`src/rtl/izh_neuron_scheduler_pkg.sv`:
```
// Shared constants, enums and per-behaviour Izhikevich parameter tables for the
// neuron scheduler. All fixed-point values use sign + 8 integer + 9 fraction bits.
package izh_neuron_scheduler_pkg;

    localparam int IZH_WIDTH = 18;
    localparam int IZH_FRAC  = 9;

    typedef logic signed [IZH_WIDTH-1:0] fx_t;

    typedef enum logic [2:0] {
        BEH_RS  = 3'd0,
        BEH_IB  = 3'd1,
        BEH_CH  = 3'd2,
        BEH_FS  = 3'd3,
        BEH_TC  = 3'd4,
        BEH_RZ  = 3'd5,
        BEH_LTS = 3'd6,
        BEH_RSV = 3'd7
    } beh_e;

    typedef enum logic [1:0] {
        ST_IDLE = 2'd0,
        ST_REQ  = 2'd1,
        ST_WB   = 2'd2
    } st_e;

    function automatic fx_t fx_from_int(input int n);
        return fx_t'(n * (1 << IZH_FRAC));
    endfunction

    localparam fx_t V_RESET = fx_t'(-65 * (1 << IZH_FRAC));
    localparam fx_t U_RESET = fx_t'(8 * (1 << IZH_FRAC));
    localparam fx_t PEAK    = fx_t'(30 * (1 << IZH_FRAC));

    // Fractional constants are rounded to the nearest 1/512.
    function automatic fx_t izh_a(input logic [2:0] sel);
        case (sel)
            BEH_FS, BEH_RZ: return fx_t'(51);
            default:        return fx_t'(10);
        endcase
    endfunction

    function automatic fx_t izh_b(input logic [2:0] sel);
        case (sel)
            BEH_TC, BEH_LTS: return fx_t'(128);
            BEH_RZ:          return fx_t'(133);
            default:         return fx_t'(102);
        endcase
    endfunction

    function automatic fx_t izh_c(input logic [2:0] sel);
        case (sel)
            BEH_IB:  return fx_from_int(-55);
            BEH_CH:  return fx_from_int(-50);
            default: return V_RESET;
        endcase
    endfunction

    function automatic fx_t izh_d(input logic [2:0] sel);
        case (sel)
            BEH_IB:                         return fx_from_int(4);
            BEH_CH, BEH_FS, BEH_RZ, BEH_LTS: return fx_from_int(2);
            BEH_TC:                         return fx_t'(26);
            default:                        return U_RESET;
        endcase
    endfunction

endpackage

```
`src/rtl/izh_neuron_scheduler_if.sv`:
```
// Request/acknowledge link between the neuron scheduler and the shared
// Izhikevich update datapath.
interface izh_neuron_scheduler_if #(
    parameter int WIDTH = 18
) ();
    logic                    dp_req;
    logic [2:0]              dp_sel;
    logic signed [WIDTH-1:0] dp_v;
    logic signed [WIDTH-1:0] dp_u;
    logic signed [WIDTH-1:0] dp_i;
    logic                    dp_ack;
    logic signed [WIDTH-1:0] dp_v_nxt;
    logic signed [WIDTH-1:0] dp_u_nxt;
    logic                    dp_spike;

    modport master (
        output dp_req, dp_sel, dp_v, dp_u, dp_i,
        input  dp_ack, dp_v_nxt, dp_u_nxt, dp_spike
    );

    modport slave (
        input  dp_req, dp_sel, dp_v, dp_u, dp_i,
        output dp_ack, dp_v_nxt, dp_u_nxt, dp_spike
    );
endinterface

```
`src/rtl/izh_neuron_scheduler.sv`:
```
// Time-multiplexes one shared Izhikevich update datapath across N_NEURONS
// neurons, holding their v/u state and behaviour select locally.
module izh_neuron_scheduler
    import izh_neuron_scheduler_pkg::*;
#(
    parameter int N_NEURONS = 4,
    parameter int WIDTH     = IZH_WIDTH,
    parameter int FRAC      = IZH_FRAC,
    localparam int IDW      = (N_NEURONS > 1) ? $clog2(N_NEURONS) : 1
) (
    input  logic                 clk,
    input  logic                 rst,
    input  logic                 i_ena,
    input  logic                 i_tick,
    output logic [IDW-1:0]       o_cur_idx,
    input  logic [7:0]           i_cur_in,
    input  logic                 i_cfg_we,
    input  logic [IDW-1:0]       i_cfg_idx,
    input  logic [2:0]           i_cfg_sel,
    izh_neuron_scheduler_if.master dp,
    output logic                 o_spike_vld,
    output logic [IDW-1:0]       o_spike_id,
    output logic                 o_step_done,
    output logic                 o_busy,
    output logic                 o_overrun,
    input  logic [IDW-1:0]       i_mon_idx,
    output logic [7:0]           o_mon_v
);

    localparam logic [IDW-1:0] LAST_IDX = IDW'(N_NEURONS - 1);
    localparam logic [IDW:0]   N_EXT    = (IDW + 1)'(N_NEURONS);

    st_e                     r_state;
    st_e                     w_next;
    logic [IDW-1:0]          r_idx;
    logic signed [WIDTH-1:0] r_v   [N_NEURONS];
    logic signed [WIDTH-1:0] r_u   [N_NEURONS];
    logic [2:0]              r_sel [N_NEURONS];
    logic signed [WIDTH-1:0] r_v_lat;
    logic signed [WIDTH-1:0] r_u_lat;
    logic                    r_spk_lat;
    logic                    r_overrun;

    logic                    w_cfg_ok;
    logic [2:0]              w_cfg_sel;
    logic                    w_mon_ok;
    logic signed [WIDTH-1:0] w_cur;
    logic                    w_last;

    assign w_cfg_ok  = ({1'b0, i_cfg_idx} < N_EXT);
    assign w_mon_ok  = ({1'b0, i_mon_idx} < N_EXT);
    assign w_last    = (r_idx == LAST_IDX);
    // Reserved behaviour code is stored as RS so downstream never sees it.
    assign w_cfg_sel = (i_cfg_sel == BEH_RSV) ? BEH_RS : i_cfg_sel;

    always_ff @(posedge clk) begin
        if (rst) begin
            r_state <= ST_IDLE;
        end else if (i_ena) begin
            r_state <= w_next;
        end
    end

    always_comb begin
        w_next = r_state;
        case (r_state)
            ST_IDLE: if (i_tick)   w_next = ST_REQ;
            ST_REQ:  if (dp.dp_ack) w_next = ST_WB;
            ST_WB:   w_next = w_last ? ST_IDLE : ST_REQ;
            default: w_next = ST_IDLE;
        endcase
    end

    always_comb begin
        dp.dp_req   = (r_state == ST_REQ);
        o_busy      = (r_state != ST_IDLE);
        o_step_done = (r_state == ST_WB) && w_last;
        o_spike_vld = (r_state == ST_WB) && r_spk_lat;
    end

    // Per-neuron state, result latch and sequencing index; all frozen by i_ena=0.
    always_ff @(posedge clk) begin
        if (rst) begin
            r_idx     <= '0;
            r_v_lat   <= '0;
            r_u_lat   <= '0;
            r_spk_lat <= 1'b0;
            r_overrun <= 1'b0;
            for (int n = 0; n < N_NEURONS; n++) begin
                r_v[n]   <= WIDTH'(V_RESET);
                r_u[n]   <= WIDTH'(U_RESET);
                r_sel[n] <= BEH_RS;
            end
        end else if (i_ena) begin
            if (i_tick && (r_state != ST_IDLE)) begin
                r_overrun <= 1'b1;
            end
            case (r_state)
                ST_IDLE: begin
                    r_idx <= '0;
                    if (i_cfg_we && w_cfg_ok) begin
                        r_sel[i_cfg_idx] <= w_cfg_sel;
                        r_v[i_cfg_idx]   <= WIDTH'(izh_c(w_cfg_sel));
                        r_u[i_cfg_idx]   <= WIDTH'(izh_d(w_cfg_sel));
                    end
                end
                ST_REQ: begin
                    if (dp.dp_ack) begin
                        r_v_lat   <= dp.dp_v_nxt;
                        r_u_lat   <= dp.dp_u_nxt;
                        r_spk_lat <= dp.dp_spike;
                    end
                end
                ST_WB: begin
                    r_v[r_idx] <= r_v_lat;
                    r_u[r_idx] <= r_u_lat;
                    r_idx      <= w_last ? '0 : r_idx + 1'b1;
                end
                default: r_idx <= '0;
            endcase
        end
    end

    always_comb begin
        w_cur              = '0;
        w_cur[FRAC +: 8]   = i_cur_in;
    end

    assign dp.dp_v    = r_v[r_idx];
    assign dp.dp_u    = r_u[r_idx];
    assign dp.dp_sel  = r_sel[r_idx];
    assign dp.dp_i    = w_cur;
    assign o_cur_idx  = r_idx;
    assign o_spike_id = r_idx;
    assign o_overrun  = r_overrun;
    assign o_mon_v    = w_mon_ok ? r_v[i_mon_idx][FRAC +: 8] : 8'd0;

endmodule

```
`src/flat_wrapper.sv`:
```
// flat-port wrapper written by rule: the top's interface ports become plain ports
module izh_neuron_scheduler_flat import izh_neuron_scheduler_pkg::*;
#(
    parameter int N_NEURONS = 4,
    parameter int WIDTH     = IZH_WIDTH,
    parameter int FRAC      = IZH_FRAC,
    localparam int IDW      = (N_NEURONS > 1) ? $clog2(N_NEURONS) : 1
)
  (clk, rst, i_ena, i_tick, o_cur_idx, i_cur_in, i_cfg_we, i_cfg_idx, i_cfg_sel, o_spike_vld, o_spike_id, o_step_done, o_busy, o_overrun, i_mon_idx, o_mon_v, dp_dp_req, dp_dp_sel, dp_dp_v, dp_dp_u, dp_dp_i, dp_dp_ack, dp_dp_v_nxt, dp_dp_u_nxt, dp_dp_spike);
  izh_neuron_scheduler_if #(.WIDTH(WIDTH)) dp_i ();
  input  logic clk;
  input  logic rst;
  input  logic i_ena;
  input  logic i_tick;
  output logic [IDW-1:0] o_cur_idx;
  input  logic [7:0] i_cur_in;
  input  logic i_cfg_we;
  input  logic [IDW-1:0] i_cfg_idx;
  input  logic [2:0] i_cfg_sel;
  output logic o_spike_vld;
  output logic [IDW-1:0] o_spike_id;
  output logic o_step_done;
  output logic o_busy;
  output logic o_overrun;
  input  logic [IDW-1:0] i_mon_idx;
  output logic [7:0] o_mon_v;
  output wire logic [$bits(dp_i.dp_req)-1:0] dp_dp_req;
  output wire logic [$bits(dp_i.dp_sel)-1:0] dp_dp_sel;
  output wire logic [$bits(dp_i.dp_v)-1:0] dp_dp_v;
  output wire logic [$bits(dp_i.dp_u)-1:0] dp_dp_u;
  output wire logic [$bits(dp_i.dp_i)-1:0] dp_dp_i;
  input wire logic [$bits(dp_i.dp_ack)-1:0] dp_dp_ack;
  input wire logic [$bits(dp_i.dp_v_nxt)-1:0] dp_dp_v_nxt;
  input wire logic [$bits(dp_i.dp_u_nxt)-1:0] dp_dp_u_nxt;
  input wire logic [$bits(dp_i.dp_spike)-1:0] dp_dp_spike;
  assign dp_dp_req = dp_i.dp_req;
  assign dp_dp_sel = dp_i.dp_sel;
  assign dp_dp_v = dp_i.dp_v;
  assign dp_dp_u = dp_i.dp_u;
  assign dp_dp_i = dp_i.dp_i;
  assign dp_i.dp_ack = dp_dp_ack;
  assign dp_i.dp_v_nxt = dp_dp_v_nxt;
  assign dp_i.dp_u_nxt = dp_dp_u_nxt;
  assign dp_i.dp_spike = dp_dp_spike;
  izh_neuron_scheduler #(.N_NEURONS(N_NEURONS), .WIDTH(WIDTH), .FRAC(FRAC)) u_core (.clk(clk), .rst(rst), .i_ena(i_ena), .i_tick(i_tick), .o_cur_idx(o_cur_idx), .i_cur_in(i_cur_in), .i_cfg_we(i_cfg_we), .i_cfg_idx(i_cfg_idx), .i_cfg_sel(i_cfg_sel), .dp(dp_i), .o_spike_vld(o_spike_vld), .o_spike_id(o_spike_id), .o_step_done(o_step_done), .o_busy(o_busy), .o_overrun(o_overrun), .i_mon_idx(i_mon_idx), .o_mon_v(o_mon_v));
endmodule
```
`config.mk`:
```
export PLATFORM = sky130hd
export DESIGN_NAME = izh_neuron_scheduler_flat
export DESIGN_NICKNAME = d
export VERILOG_FILES = /design/src/rtl/izh_neuron_scheduler_pkg.sv /design/src/rtl/izh_neuron_scheduler_if.sv /design/src/rtl/izh_neuron_scheduler.sv /design/src/flat_wrapper.sv
export SDC_FILE = /design/constraint.sdc
export NUM_CORES = 1
export LEC_CHECK = 0
export CAP_MARGIN = 10
export CELL_PAD_IN_SITES_DETAIL_PLACEMENT = 0
export CELL_PAD_IN_SITES_GLOBAL_PLACEMENT = 1
export CORE_ASPECT_RATIO = 1.75
export CORE_MARGIN = 1
export CORE_UTILIZATION = 51
export DETAILED_ROUTE_END_ITERATION = 8
export DONT_BUFFER_PORTS = 1
export PLACE_DENSITY = 0.84
export SETUP_SLACK_MARGIN = 0.5
export SYNTH_ARGS = -nofsm -noshare
export SYNTH_HDL_FRONTEND = slang
export SYNTH_SLANG_ARGS = --single-unit
```
`constraint.sdc`:
```
create_clock -name clk -period 5.5 [get_ports clk]
set_input_delay 0.825 -clock clk [delete_from_list [all_inputs] [get_ports clk]]
set_output_delay 0.825 -clock clk [all_outputs]
set_load 0.005 [all_outputs]
```
# After elaboration in Yosys (flattened, before gate mapping)
# Memories as Yosys holds them, arrays and structs flattened. A register that Yosys moved wholly into a read port is not among the register bits.
# Index checks and enable logic that the tools add are counted.
[totals]
ff_bits = 42
mem_bits_rw = 156
output_inout_bits = 74
memories = 3
[memory_table]
columns = ["memory", "depth", "width", "rd", "rd_clocked_by_memory_dff", "wr", "line_no", "text"]
rows = [
  ["u_core.r_u", 4, 18, 1, 1, 4, "izh_neuron_scheduler.sv:37", "logic signed [WIDTH-1:0] r_u [N_NEURONS];"],
  ["u_core.r_v", 4, 18, 2, 1, 4, "izh_neuron_scheduler.sv:36", "logic signed [WIDTH-1:0] r_v [N_NEURONS];"],
  ["u_core.r_sel", 4, 3, 1, 1, 4, "izh_neuron_scheduler.sv:38", "logic [2:0] r_sel [N_NEURONS];"],
]
[op_classes]
addsub = 1
eq_ne = 12
mux = 49
n_bitwise = 1
reduce_logical = 15
[ops]
columns = ["operator", "count"]
rows = [
  ["2-to-1 mux 18 bit", 12],
  ["OR reduction 18 bit", 4],
  ["case mux 13 bit (3 select lines)", 1],
  ["case mux 16 bit (2 select lines)", 1],
  ["2-to-1 mux 2 bit", 14],
  ["2-to-1 mux 1 bit", 17],
  ["equality test 3 bit (second input constant)", 4],
  ["equality test 3 x 2 -> 1 bit (second input constant)", 2],
  ["2-to-1 mux 3 bit", 2],
  ["case mux 2 bit (3 select lines)", 1],
  ["AND reduction 3 bit", 2],
  ["equality test 2 bit (second input constant)", 2],
  ["case mux 2 bit (2 select lines)", 1],
  ["AND reduction 2 bit", 2],
  ["OR reduction 4 bit", 1],
  ["equality test 3 x 1 -> 1 bit (second input constant)", 1],
  ["logical AND 1 bit", 3],
  ["OR reduction 3 bit", 1],
  ["adder 2 x 1 -> 2 bit (second input constant)", 1],
  ["equality test 2 x 1 -> 1 bit (second input constant)", 1],
  ["logical NOT 2 bit", 1],
  ["!= test 2 x 1 -> 1 bit (second input constant)", 1],
  ["!= test 2 bit (second input constant)", 1],
  ["nonzero test 2 bit", 1],
  ["inverter 1 bit", 1],
]

# Depth between registers and ports, before layout
[logic_depth]
depth_word = 11
depth_mapped = 6

# Least setup slack after synthesis
# OpenSTA, ideal clock, no wires.
[synth_path]
path_type = "input port to flip-flop"
from = "input port i_cfg_idx[1]"
to = "memory u_core.r_u[3][0], enable pin"
arrival_time_ns = 4.389
required_time_ns = 5.016
path_slack_ns = 0.627
stages = 5
n_path_buf = 2
path_cell_list = "buf_1 -> a21oi_1 -> o21a_1 -> clkbuf_1 -> a211oi_1"
[synth_rtl]
columns = ["item", "line_no", "text"]
rows = [
  ["start: declaration", "flat_wrapper.sv:18", "input logic [IDW-1:0] i_cfg_idx;"],
  ["end: declaration", "izh_neuron_scheduler.sv:37", ""],
]

==> metrics.cfg <==
[cells_and_area]
fin_nets = 728
syn_to_final_growth_pct = 6.635
final_cells = 913
seqCellArea_um2 = 5568
final_cell_area_um2 = 9652
final_util_pct = 55.29
diodes = 0
fillers = 1473
drive_above_1_share_pct = 16.13
multi_input_area_um2 = 3058

[grt]
grt_pass1_wl_um = 32160
antenna_found_initial = 0
grt_pass1_vias = 5704
grt_overflow = 0
grt_max_degree = 49
track_usage_pct = 24.37

[cts]
cts.path.max_buffers = 2
cts_tree = yes
cts.clk_slew.worst_paths_ns = 0.07
htree_levels = 4
cts_root_buf = clkbuf_16
clk_latency_ns = 0.44
numCtsBuffers = 17
postCtsHoldBufs = 0
clkSinkCount = 200
post_cts_buffers = 0
cts_resized = 0

[floorplanning]
dieArea_um2 = 18310
die_h_um = 178.2
core_area_um2 = 17460
die_w_um = 102.7
boundaryPins = 132
initial_core_util_pct = 51.85
placementRows = 64

[logic_synthesis]
synth.cell_area_um2 = 9051
yosysTopAreaCell = edfxtp_1
synth_common_cells = edfxtp_1 (156), nand2_1 (108), a21oi_1 (92), mux4_2 (47), dfxtp_1 (44)
synth_ff_type = edfxtp_1
ys_seq_area_share_pct = 61.49
async_flop_share_pct = 0
yosys-top-cells-area = edfxtp_1 (52%), mux4_2 (12%), dfxtp_1 (9.7%), a21oi_1 (5.1%), nand2_1 (4.5%)
synth_top_area_share_pct = 51.76
synth_edf_count = 156
synth_seq_cells = 200
synthCells = 707
yosys.cell_types.count = 58
synth_most_common_cell = edfxtp_1
syn_area_per_cell_um2 = 12.80
yosysWarnings = 0

[critical_path]
critPathLaunch = u_core.r_state[0]
slowest_stage = or4_1
r2r-start = u_core.r_state[0]
crit_type = reg2reg
end_kind = register
crit_path_start_kind = register
critPathBufInv = 1
r2r_end = u_core.r_v[0][16]
critPathMaxFanout = 32
crit_family = simple AND/OR/NAND/NOR gates
crit_cells = 4
arrival_ns = 3.54
path_cells = or3b_1 > or4_1 > nand3_2 > buf_4
cp-endpoint = u_core.r_v[0][16]
required_ns = 5.67
rrSetupSlack_ns = 2.13
max_stage_delay_ns = 0.94
r2r_cells = 4

[placement]
hpwl_um = 13920
globalplace.congestion = 0.8069
io_buffer_count = 0
dp.cells = 881
place_area_um2 = 9110

[sta]
setup-tns-final_ns = 0
maxSlewHeadroom_pct = 25.05
timing.fmax_ghz = 0.2964
fin_crit_sh_pct = 61.35
worstMarginPinSlew_ns = 1.124
drv_slew = 0
rsz0062_at_grt = false
hold_violations = 0
final.min_clock_period_ns = 3.374
setup_viol = 0
skew_ns = 0.009623

[run_status]
status = finished clean

[hold_path]
min_path_type = reg2reg

[routing]
drt_wl_total_um = 21000
post_drt_wl_per_cell_um = 23.00
vias_per_cell = 6.235
drtIter0Drc = 446
drt_pass1_iterations = 5
drc_errors = 0
vias = 5693
postRouteAntennaNets = 0

[flow_run]
max_cap_violations = 0

[power]
vdd_drop_max_mv = 0.1648
power.total_mw = 2.984
power_density_nw_per_um2 = 309.2
p_leak_nw = 3.079

## per-stage QoR
step           worst slack, ns  hold slack, ns
2_1_floorplan           0.6266          0.4317
5_1_grt                  1.890          0.4312
3_3_place_gp             1.949          0.4403
4_1_cts                  2.155          0.4373
3_5_place_dp             1.841          0.4403
6_report                 2.126          0.4488
## area by class of cell
class	count	share of cell area, %
flip-flops and latches	200	57.69
multi-input cells	409	31.68
clock buffers	19	4.485
well taps	231	2.995
inverters	30	1.167
clock inverters	13	1.128
repair buffers	11	0.8556
## worst min-delay path, cell delays in order (launching register included)
cell	delay, ns
dfxtp_1	0.31
nand2_1	0.05
a21oi_1	0.05
## cell families after synthesis
logic type / count (synthesis) / synth area share [%]
AO/OA/AOI/OAI: 144 / 9.690
buffers and inverters: 107 / 5.502
other: 1 / 0.04143
AND/OR/NAND/NOR: 206 / 11.35
flip-flops: 200 / 61.49
multiplexers: 47 / 11.69
XOR/XNOR: 1 / 0.09678
adder cells (fa/ha/maj): 1 / 0.1382
## registers in the layout (all words and copies together) (netlist names), named ones only
signal / flops
u_core.r_u: 72
u_core.r_v: 72
u_core.r_u_lat: 18
u_core.r_v_lat: 18
u_core.r_sel: 12
u_core.o_cur_idx: 2
u_core.r_state: 2
u_core.o_overrun: 1
u_core.r_spk_lat: 1
## placed cells by master (no fill, tap or decap), types with 6 or more instances in the layout
master and n:
nand2b_1 6, nor2_1 29, o21ai_0 9, inv_1 29, a22oi_1 6, nor4_1 25
o2111ai_1 6, mux4_2 47, edfxtp_1 156, nand2_1 108, conb_1 10, inv_6 6
dfxtp_1 42, clkbuf_16 17, a21oi_1 92, o22ai_1 12, buf_4 11
## worst min-delay path by stage
stage / from / endpoint / slack [ns] / depth (start not counted)
after floorplan: u_core.r_spk_lat / u_core.r_spk_lat / 0.43 / 2
after global placement: u_core.r_v_lat[1] / u_core.r_v_lat[1] / 0.44 / 2
after detailed placement: u_core.r_spk_lat / u_core.r_spk_lat / 0.44 / 2
after CTS: rst / u_core.r_v_lat[8] / 0.44 / 1
after global routing: rst / u_core.r_v_lat[8] / 0.43 / 1
final: u_core.r_spk_lat / u_core.r_spk_lat / 0.45 / 2
## routing by layer
metal / GRT usage [%] / share of wire (%)
met1: 29.35 / 36
met2: 41.08 / 52
met3: 5.486 / 8.5
met4: 11.07 / 2.9
met5: 0 / 0
## where the power goes
group          internal, mW  total (mW)  switching, mW
Clock                 0.592        1.16          0.567
Sequential             1.67        1.69         0.0202
Combinational        0.0408       0.131         0.0900
Total                  2.31        2.98          0.677
(Power assumes the default switching activity.)
